[config.mk]
export PLATFORM = sky130hd
export DESIGN_NAME = coin_acceptor
export DESIGN_NICKNAME = d
export VERILOG_FILES = /design/src/rtl/vend_pkg.sv /design/src/rtl/coin_sync.sv /design/src/rtl/coin_acceptor.sv
export SDC_FILE = /design/constraint.sdc
export NUM_CORES = 1
export LEC_CHECK = 0
export CORE_UTILIZATION = 53
export DETAILED_ROUTE_END_ITERATION = 7
export PLACE_DENSITY = 0.76
export SLEW_MARGIN = 15
export SYNTH_ARGS = -nofsm -noshare
export SYNTH_HDL_FRONTEND = slang
export SYNTH_SLANG_ARGS = --single-unit
[constraint.sdc]
create_clock -name clk -period 2.28 [get_ports clk]
set_input_delay 0.342 -clock clk [delete_from_list [all_inputs] [get_ports clk]]
set_output_delay 0.342 -clock clk [all_outputs]
set_load 0.01 [all_outputs]
[src/rtl/vend_pkg.sv]
// rtl/vend_pkg.sv - shared coin codes, cent values and coin_acceptor state encoding
package vend_pkg;

    localparam logic [2:0] COIN_ZERO    = 3'b000;
    localparam logic [2:0] COIN_QUARTER = 3'b001;
    localparam logic [2:0] COIN_FIFTY   = 3'b010;
    localparam logic [2:0] COIN_DOLLAR  = 3'b100;

    localparam logic [15:0] CENTS_QUARTER = 16'd25;
    localparam logic [15:0] CENTS_FIFTY   = 16'd50;
    localparam logic [15:0] CENTS_DOLLAR  = 16'd100;

    typedef enum logic [1:0] {
        ST_IDLE,
        ST_SETTLE,
        ST_EMIT,
        ST_RELEASE
    } coin_state_t;

    function automatic logic [15:0] coin_cents(input logic [2:0] code);
        logic [15:0] v;
        v = 16'd0;
        case (code)
            COIN_QUARTER: v = CENTS_QUARTER;
            COIN_FIFTY:   v = CENTS_FIFTY;
            COIN_DOLLAR:  v = CENTS_DOLLAR;
            default:      v = 16'd0;
        endcase
        return v;
    endfunction

    function automatic logic is_valid_coin(input logic [2:0] pat);
        return (pat == COIN_QUARTER) || (pat == COIN_FIFTY) || (pat == COIN_DOLLAR);
    endfunction

endpackage

[src/rtl/coin_sync.sv]
// rtl/coin_sync.sv - parameterized-width two-flop synchronizer, async active-low reset
module coin_sync #(
    parameter int unsigned WIDTH = 3
) (
    input  logic             clk,
    input  logic             reset,
    input  logic [WIDTH-1:0] din,
    output logic [WIDTH-1:0] dout
);

    logic [WIDTH-1:0] r_meta;
    logic [WIDTH-1:0] r_sync;

    always_ff @(posedge clk or negedge reset) begin
        if (!reset) begin
            r_meta <= '0;
            r_sync <= '0;
        end else begin
            r_meta <= din;
            r_sync <= r_meta;
        end
    end

    assign dout = r_sync;

endmodule

[src/rtl/coin_acceptor.sv]
// rtl/coin_acceptor.sv - debounced three-slot coin acceptor; COIN_CREDIT_TOTAL_EN adds credit_total
module coin_acceptor
    import vend_pkg::*;
#(
    parameter int unsigned DEBOUNCE_CYCLES = 4
) (
    input  logic        clk,
    input  logic        reset,
    input  logic        sense_q,
    input  logic        sense_f,
    input  logic        sense_d,
    input  logic        inhibit,
    output logic [2:0]  coin,
    output logic        reject,
`ifdef COIN_CREDIT_TOTAL_EN
    output logic        busy,
    output logic [15:0] credit_total
`else
    output logic        busy
`endif
);

    localparam logic [7:0] LAST_CNT = 8'(DEBOUNCE_CYCLES - 1);

    coin_state_t r_state, w_state_d;
    logic [7:0]  r_cnt, w_cnt_d;
    logic [2:0]  r_pat, w_pat_d;
    logic [2:0]  r_coin, w_coin_d;
    logic        r_reject, w_reject_d;
    logic [2:0]  w_s;

    coin_sync #(.WIDTH(3)) u_sync (
        .clk   (clk),
        .reset (reset),
        .din   ({sense_d, sense_f, sense_q}),
        .dout  (w_s)
    );

    always_ff @(posedge clk or negedge reset) begin
        if (!reset) begin
            r_state  <= ST_IDLE;
            r_cnt    <= 8'd0;
            r_pat    <= 3'b000;
            r_coin   <= COIN_ZERO;
            r_reject <= 1'b0;
        end else begin
            r_state  <= w_state_d;
            r_cnt    <= w_cnt_d;
            r_pat    <= w_pat_d;
            r_coin   <= w_coin_d;
            r_reject <= w_reject_d;
        end
    end

    // The pulse is decided on the transition into EMIT so it is registered and
    // visible exactly during the single EMIT cycle.
    always_comb begin
        w_state_d  = r_state;
        w_cnt_d    = r_cnt;
        w_pat_d    = r_pat;
        w_coin_d   = COIN_ZERO;
        w_reject_d = 1'b0;
        case (r_state)
            ST_IDLE: begin
                if (w_s != 3'b000) begin
                    w_pat_d   = w_s;
                    w_cnt_d   = 8'd0;
                    w_state_d = ST_SETTLE;
                end
            end
            ST_SETTLE: begin
                if (w_s == 3'b000) begin
                    w_cnt_d   = 8'd0;
                    w_state_d = ST_IDLE;
                end else if (w_s != r_pat) begin
                    w_pat_d = w_s;
                    w_cnt_d = 8'd0;
                end else if (r_cnt == LAST_CNT) begin
                    w_state_d = ST_EMIT;
                    if (is_valid_coin(r_pat) && !inhibit) begin
                        w_coin_d = r_pat;
                    end else begin
                        w_reject_d = 1'b1;
                    end
                end else begin
                    w_cnt_d = r_cnt + 8'd1;
                end
            end
            ST_EMIT: begin
                w_cnt_d   = 8'd0;
                w_state_d = ST_RELEASE;
            end
            ST_RELEASE: begin
                if (w_s != 3'b000) begin
                    w_cnt_d = 8'd0;
                end else if (r_cnt == LAST_CNT) begin
                    w_cnt_d   = 8'd0;
                    w_state_d = ST_IDLE;
                end else begin
                    w_cnt_d = r_cnt + 8'd1;
                end
            end
            default: begin
                w_cnt_d   = 8'd0;
                w_state_d = ST_IDLE;
            end
        endcase
    end

    assign coin   = r_coin;
    assign reject = r_reject;
    assign busy   = (r_state != ST_IDLE);

`ifdef COIN_CREDIT_TOTAL_EN
    logic [15:0] r_credit;
    logic [16:0] w_sum;

    assign w_sum = {1'b0, r_credit} + {1'b0, coin_cents(r_coin)};

    always_ff @(posedge clk or negedge reset) begin
        if (!reset) begin
            r_credit <= 16'd0;
        end else if (r_coin != COIN_ZERO) begin
            r_credit <= w_sum[16] ? 16'hFFFF : w_sum[15:0];
        end
    end

    assign credit_total = r_credit;
`endif

endmodule

==> results of run 1 <==
-- cells in the mapped netlist (all sizes together) (3+ instances only) --
master   n
nand2   11
dfrtp   23
nand2b   4
a31oi   11
o21ai    3
xnor2    3
nor2     5
nand3    6
and3     5
-- sequential cells by signal, indices dropped and copies added (netlist names), named ones only --
name           cells
reject             1
r_state            1
u_sync.r_meta      3
coin               3
u_sync.dout        3
r_pat              3
r_cnt              8
-- worst min path at each step --
stage                                start                         end  slack, ns  cells past startpoint
final                                reset                     coin[1]       0.37                      2
after global routing      u_sync.r_meta[1]              u_sync.dout[1]       0.37                      0
after CTS                 u_sync.r_meta[1]              u_sync.dout[1]       0.37                      0
after detailed placement  u_sync.r_meta[0]              u_sync.dout[0]       0.34                      0
after global placement    u_sync.r_meta[0]              u_sync.dout[0]       0.33                      0
after floorplan                      reset  asynchronous set/reset pin       0.05                      0
-- metal layers --
| layer | routed length (um) | track usage (%) | vias up |
|---|---|---|---|
| met3 | 82 | 2.38 | 2 |
| met5 | 0 | 0 | - |
| met1 | 854 | 27.9 | 364 |
| met4 | 12 | 8.82 | 0 |
| li1 | - | - | 372 |
| met2 | 792 | 29.9 | 21 |
-- per-stage QoR --
step                      total power [mW]  util [%]  instance area [sq um]  cells
final                                0.670      67.1                   1180    133
after global routing                 0.696      67.1                   1180    133
after CTS                            0.674      67.1                   1180    133
after detailed placement             0.495      65.5                   1160    129
after global placement               0.493      65.5                   1160    129
after floorplan                      0.468         -                   1020     94
-- critical path, cell delays in order, from the launching register on --
cell,delay (ns)
dfrtp_1,0.49
nor4_4,0.33
nand3_2,0.16
or3_4,0.42
or3_1,0.33
nor3b_1,0.21
-- power breakdown --
group | internal, mW | total, mW | switching [mW]
combinational | 0.0256 | 0.0551 | 0.0295
clock | 0.0655 | 0.184 | 0.118
sequential | 0.419 | 0.431 | 0.0120
-- final cells by class --
type / instances / area, sq um / area share, %
Timing Repair Buffer: 11 / 108 / 9.09
Clock buffer: 3 / 22.5 / 1.90
Tap cell: 25 / 31.3 / 2.64
Clock inverter: 1 / 5.00 / 0.423
Multi-Input combinational cell: 68 / 434 / 36.7
Sequential cell: 23 / 576 / 48.6
Inverter: 2 / 7.51 / 0.634
-- logic make-up (layout without fill, tap and decap cells) --
kind of cell	after synthesis	in the layout	share of synthesized area, %
simple gates	40	40	22.5
flops	23	23	56.2
compound gates	22	22	14.2
xor+xnor	4	4	3.42
buf+inv	3	17	1.47
fa+ha+maj	1	1	1.22
mux	1	1	1.10
==> results by group, run 1 <==
Floorplan
  – Area of the core: 1760 sq um
  – Starting Density: 58.1%
  – Die Span Y: 46.0 um
  – Die width: 46.0 um
  – IO Count: 11
  – Die footprint: 2110 sq um
  – FP Rows: 15

Global route
  – Vias in the first global route: 690
  – Largest net degree at the start of global routing: 24
  – Gr ovfl total: 0
  – Initial antenna violation count: 0
  – Global-route wire length before repair: 2930 um
  – Gr usage total: 19.6%

STA
  – Hold Fails Final Rpt: 0
  – Final WS setup: 0.259 ns
  – Worst hold margin: 0.367 ns
  – Period utilization: 88.6%
  – Worst Tran Pin Value: 0.583 ns
  – Fin crit period: 2.02 ns
  – Maximum clock frequency: 495 MHz
  – Rel. slew slack: 61.1%
  – RSZ-0062 raised after global routing: false
  – Slew Viols, Final: 0
  – Worst Skew: 0.00168 ns
  – Setup_tns: 0 ns
  – Final setup vio count: 0

Pwr
  – Leak pwr: 0.500 nW
  – Pwr per Cell Area: 566 nW/um^2
  – VDD IR max: 0.509 mV

Synthesis
  – Largest cells by area after synthesis: dfrtp_1, a31oi_1, nand2_1, xnor2_1, nand2b_1
  – Fraction of the yosys area taken by sequential cells: 56.2%
  – Ys async rst share: 100%
  – Gate Count Post-Synth: 94
  – Area leader, netlist: dfrtp_1
  – Post-synth EDFFs: 0
  – Mean Syn Cell Area: 10.9 sq um
  – Most used DFF post-synth: dfrtp_1
  – Synth top area share: 56.2%
  – Warnings, synthesis: 0
  – FF+latch count, synth: 23
  – Cell Area, Synth: 1020 sq um
  – Syn Nets: 101
  – Synth cell types: 30

Critical path
  – Reg2reg start: r_cnt[5]
  – Worst EP arrival: 2.24 ns
  – WS Path Type: reg -> reg
  – Worst Setup SP: r_cnt[5]
  – CP max FO: 7
  – Worst setup endpoint: coin[1]
  – RR Endpoint: coin[1]
  – Worst Reg-to-Reg Cells: 5
  – Worst setup EP type: register
  – Worst EP required: 2.50 ns
  – Internal reg-to-reg setup slack: 0.26 ns
  – Startpoint Class: register

Clock tree
  – CTS hold repair buffers: 0
  – Clock buffer count from CTS: 3
  – Post-CTS sizing: 0
  – Post-CTS Setup Repair Bufs: 0
  – CTS tree: built
  – Clk root buf: clkbuf_4
  – Clock Path Buffers: 2
  – H-tree depth: 1
  – Sink Count: 23
  – Worst-Skew Late Latency: 0.31 ns
  – Clock slew at reported path FFs: 0.12 ns

Detailed routing
  – Post-DRT Antenna Nets: 0
  – Drt drc: 0
  – Drt wl/cell: 13.1 um
  – Total number of vias: 759
  – DR vias/cell: 5.71
  – DRT Pass-1 Iters: 4
  – DR iter-0 viols: 18
  – Routed wire length: 1740 um

Cells and area
  – Leading cell type in the layout, fill and taps excluded: dfrtp_1
  – Filler instances: 149
  – Nets@finish: 116
  – N_diodes: 0
  – Most frequent cells in the layout: dfrtp_1, nand2_1, a31oi_1
  – Fraction of layout cells with a size suffix above 1: 10.2%
  – Synth-to-Final Area Change: 15.5%

Placed design
  – Post-DP HPWL: 1220 um
  – PortBufs: 10
  – GPL Wtd Cong: 0.784
  – Setup slack at placement: 0.304 ns

Worst hold path
  – Worst hold path class: in -> async

Run
  – Max Cap Viol: 0

Status
  – Status: completed
(Power assumes the default switching activity.)
==> run 2: changes to the inputs <==
--- a/config.mk
+++ b/config.mk
@@ -7,7 +7,7 @@
 export LEC_CHECK = 0
 export CORE_UTILIZATION = 53
 export DETAILED_ROUTE_END_ITERATION = 7
-export PLACE_DENSITY = 0.76
+export PLACE_DENSITY = 0.82
 export SLEW_MARGIN = 15
 export SYNTH_ARGS = -nofsm -noshare
 export SYNTH_HDL_FRONTEND = slang
==> run 2 against run 1 <==
Clock skew up 0.0071 ns. Combinational power about the same. Die area unchanged. Power up 1.8%. Non-clock buffer count unchanged. Critical endpoint is now coin[2]. Largest power group unchanged.
==> results by group, run 2 (synthesis gave the netlist of run 1 again) <==
STA
  – Worst Skew: 0.00873 ns (+0.00705 ns)
  – Final setup vio count: 0 (unchanged)
  – RSZ-0062 raised after global routing: false
  – Worst Tran Pin Value: 0.565 ns (-0.0178 ns)
  – Setup_tns: 0 ns (unchanged)
  – Rel. slew slack: 62.3% (+1.2 points)
  – Period utilization: 88.2% (-0.41 points)
  – Fin crit period: 2.01 ns (-0.00927 ns)
  – Maximum clock frequency: 497 MHz (+0.46%)
  – Hold Fails Final Rpt: 0 (unchanged)
  – Slew Viols, Final: 0 (unchanged)

Floorplan
  – Die width: 46.0 um (unchanged)
  – Die footprint: 2110 sq um (unchanged)
  – Die Span Y: 46.0 um (unchanged)
  – IO Count: 11 (unchanged)
  – Starting Density: 58.1% (unchanged)
  – Area of the core: 1760 sq um (unchanged)
  – FP Rows: 15 (unchanged)

Placed design
  – Post-DP HPWL: 1260 um (+3.0%)
  – PortBufs: 10 (unchanged)
  – GPL Wtd Cong: 0.789 (+0.70%)

Detailed routing
  – Drt drc: 0 (unchanged)
  – DRT Pass-1 Iters: 4 (unchanged)
  – Total number of vias: 788 (+3.8%)
  – Routed wire length: 1790 um (+2.6%)
  – Drt wl/cell: 13.4 um (+2.6%)
  – DR iter-0 viols: 19 (+1)
  – Post-DRT Antenna Nets: 0 (unchanged)
  – DR vias/cell: 5.92 (+3.8%)

Cells and area
  – Synth-to-Final Area Change: 15.8%
  – Leading cell type in the layout, fill and taps excluded: dfrtp_1
  – N_diodes: 0 (unchanged)
  – Filler instances: 153 (+2.7%)
  – Fraction of layout cells with a size suffix above 1: 10.2% (unchanged)
  – Largest register FFs: 8 (unchanged)
  – Largest Register: r_cnt
  – Most frequent cells in the layout: dfrtp_1, nand2_1, a31oi_1
  – Nets@finish: 116 (unchanged)

Pwr
  – Pwr per Cell Area: 576 nW/um^2 (+1.6%)
  – Overall power: 0.683 mW (+1.8%)
  – VDD IR max: 0.398 mV (-22%)
  – Leak pwr: 0.496 nW (-0.75%)

Status
  – Status: completed

Critical path
  – CP max FO: 7 (unchanged)
  – Startpoint Class: register
  – WS Path Type: reg -> reg
  – Worst setup EP type: register
  – Worst EP required: 2.52 ns (+0.02 ns)
  – Worst EP arrival: 2.25 ns (about the same)

Worst hold path
  – Worst hold path class: in -> async

Clock tree
  – Clock buffer count from CTS: 3 (unchanged)
  – Clk root buf: clkbuf_4
  – Worst-Skew Late Latency: 0.32 ns (about the same)
  – CTS tree: built
  – Clock Path Buffers: 2 (unchanged)
  – H-tree depth: 1 (unchanged)
  – Post-CTS Setup Repair Bufs: 0 (unchanged)
  – Sink Count: 23 (unchanged)
  – CTS hold repair buffers: 0 (unchanged)
  – Post-CTS sizing: 0 (unchanged)
  – Clock slew at reported path FFs: 0.13 ns (about the same)

Global route
  – Vias in the first global route: 667 (-3.3%)
  – Gr ovfl total: 0 (unchanged)
  – Gr usage total: 19.2% (-0.43 points)
  – Global-route wire length before repair: 2840 um (-3.1%)
  – Largest net degree at the start of global routing: 24 (unchanged)
  – Initial antenna violation count: 0 (unchanged)

Run
  – Max Cap Viol: 0 (unchanged)
-- run 2: final cells by class --
class                           count  area, sq um  area share (%)
Multi-Input combinational cell     68          434            36.6
Timing Repair Buffer               11          108            9.07
Sequential cell                    23          576            48.5
Clock inverter                      1         7.51           0.633
Tap cell                           25         31.3            2.64
Clock buffer                        3         22.5            1.90
Inverter                            2         7.51           0.633
-- run 2: report_power, final --
group          switching, mW  total [mW]  internal (mW)
sequential            0.0122       0.432          0.419
clock                  0.129       0.196         0.0671
combinational         0.0297      0.0554         0.0257
-- run 2: path summary, 6_finish.rpt --
check / endpoint / slack, ns / startpoint / depth (start not counted)
worst max-delay path: coin[2] / 0.27 / r_cnt[5] / 5
worst min-delay path: reject / 0.35 / reset / 2
max in group asynchronous: r_cnt[5] / 1.71 / reset / 2
worst max register to register: coin[2] / 0.27 / r_cnt[5] / 5
worst min register to register: u_sync.dout[1] / 0.37 / u_sync.r_meta[1] / 0
min in group clk: u_sync.dout[1] / 0.37 / u_sync.r_meta[1] / 0
-- run 2: critical path, cell delays in order (launching register included) --
cell,delay (ns)
dfrtp_1,0.48
nor4_4,0.33
nand3_2,0.16
or3_4,0.41
or3_1,0.33
nor3b_1,0.22
-- run 2: metrics by stage --
| step | instances | worst slack [ns] | util, % | hold slack (ns) | instance area, sq um |
|---|---|---|---|---|---|
| final | 133 | 0.269 | 67.2 | 0.350 | 1190 |
| after global routing | 133 | 0.128 | 67.2 | 0.366 | 1190 |
| after CTS | 133 | 0.285 | 67.2 | 0.359 | 1190 |
| after detailed placement | 129 | 0.296 | 65.5 | 0.340 | 1160 |
| after global placement | 129 | 0.365 | 65.5 | 0.333 | 1160 |
| after floorplan | 94 | 0.422 | - | 0.0464 | 1020 |
-- run 2: layer usage --
metal | vias to the layer above | wire length [um] | global-route usage [%] | share of wire (%)
met2 | 22 | 841 | 29.9 | 47
met3 | 5 | 96 | 4.76 | 5.4
met5 | - | 0 | 0 | 0
met4 | 0 | 35 | 7.06 | 2.0
li1 | 378 | - | - | -
met1 | 383 | 814 | 25.7 | 46
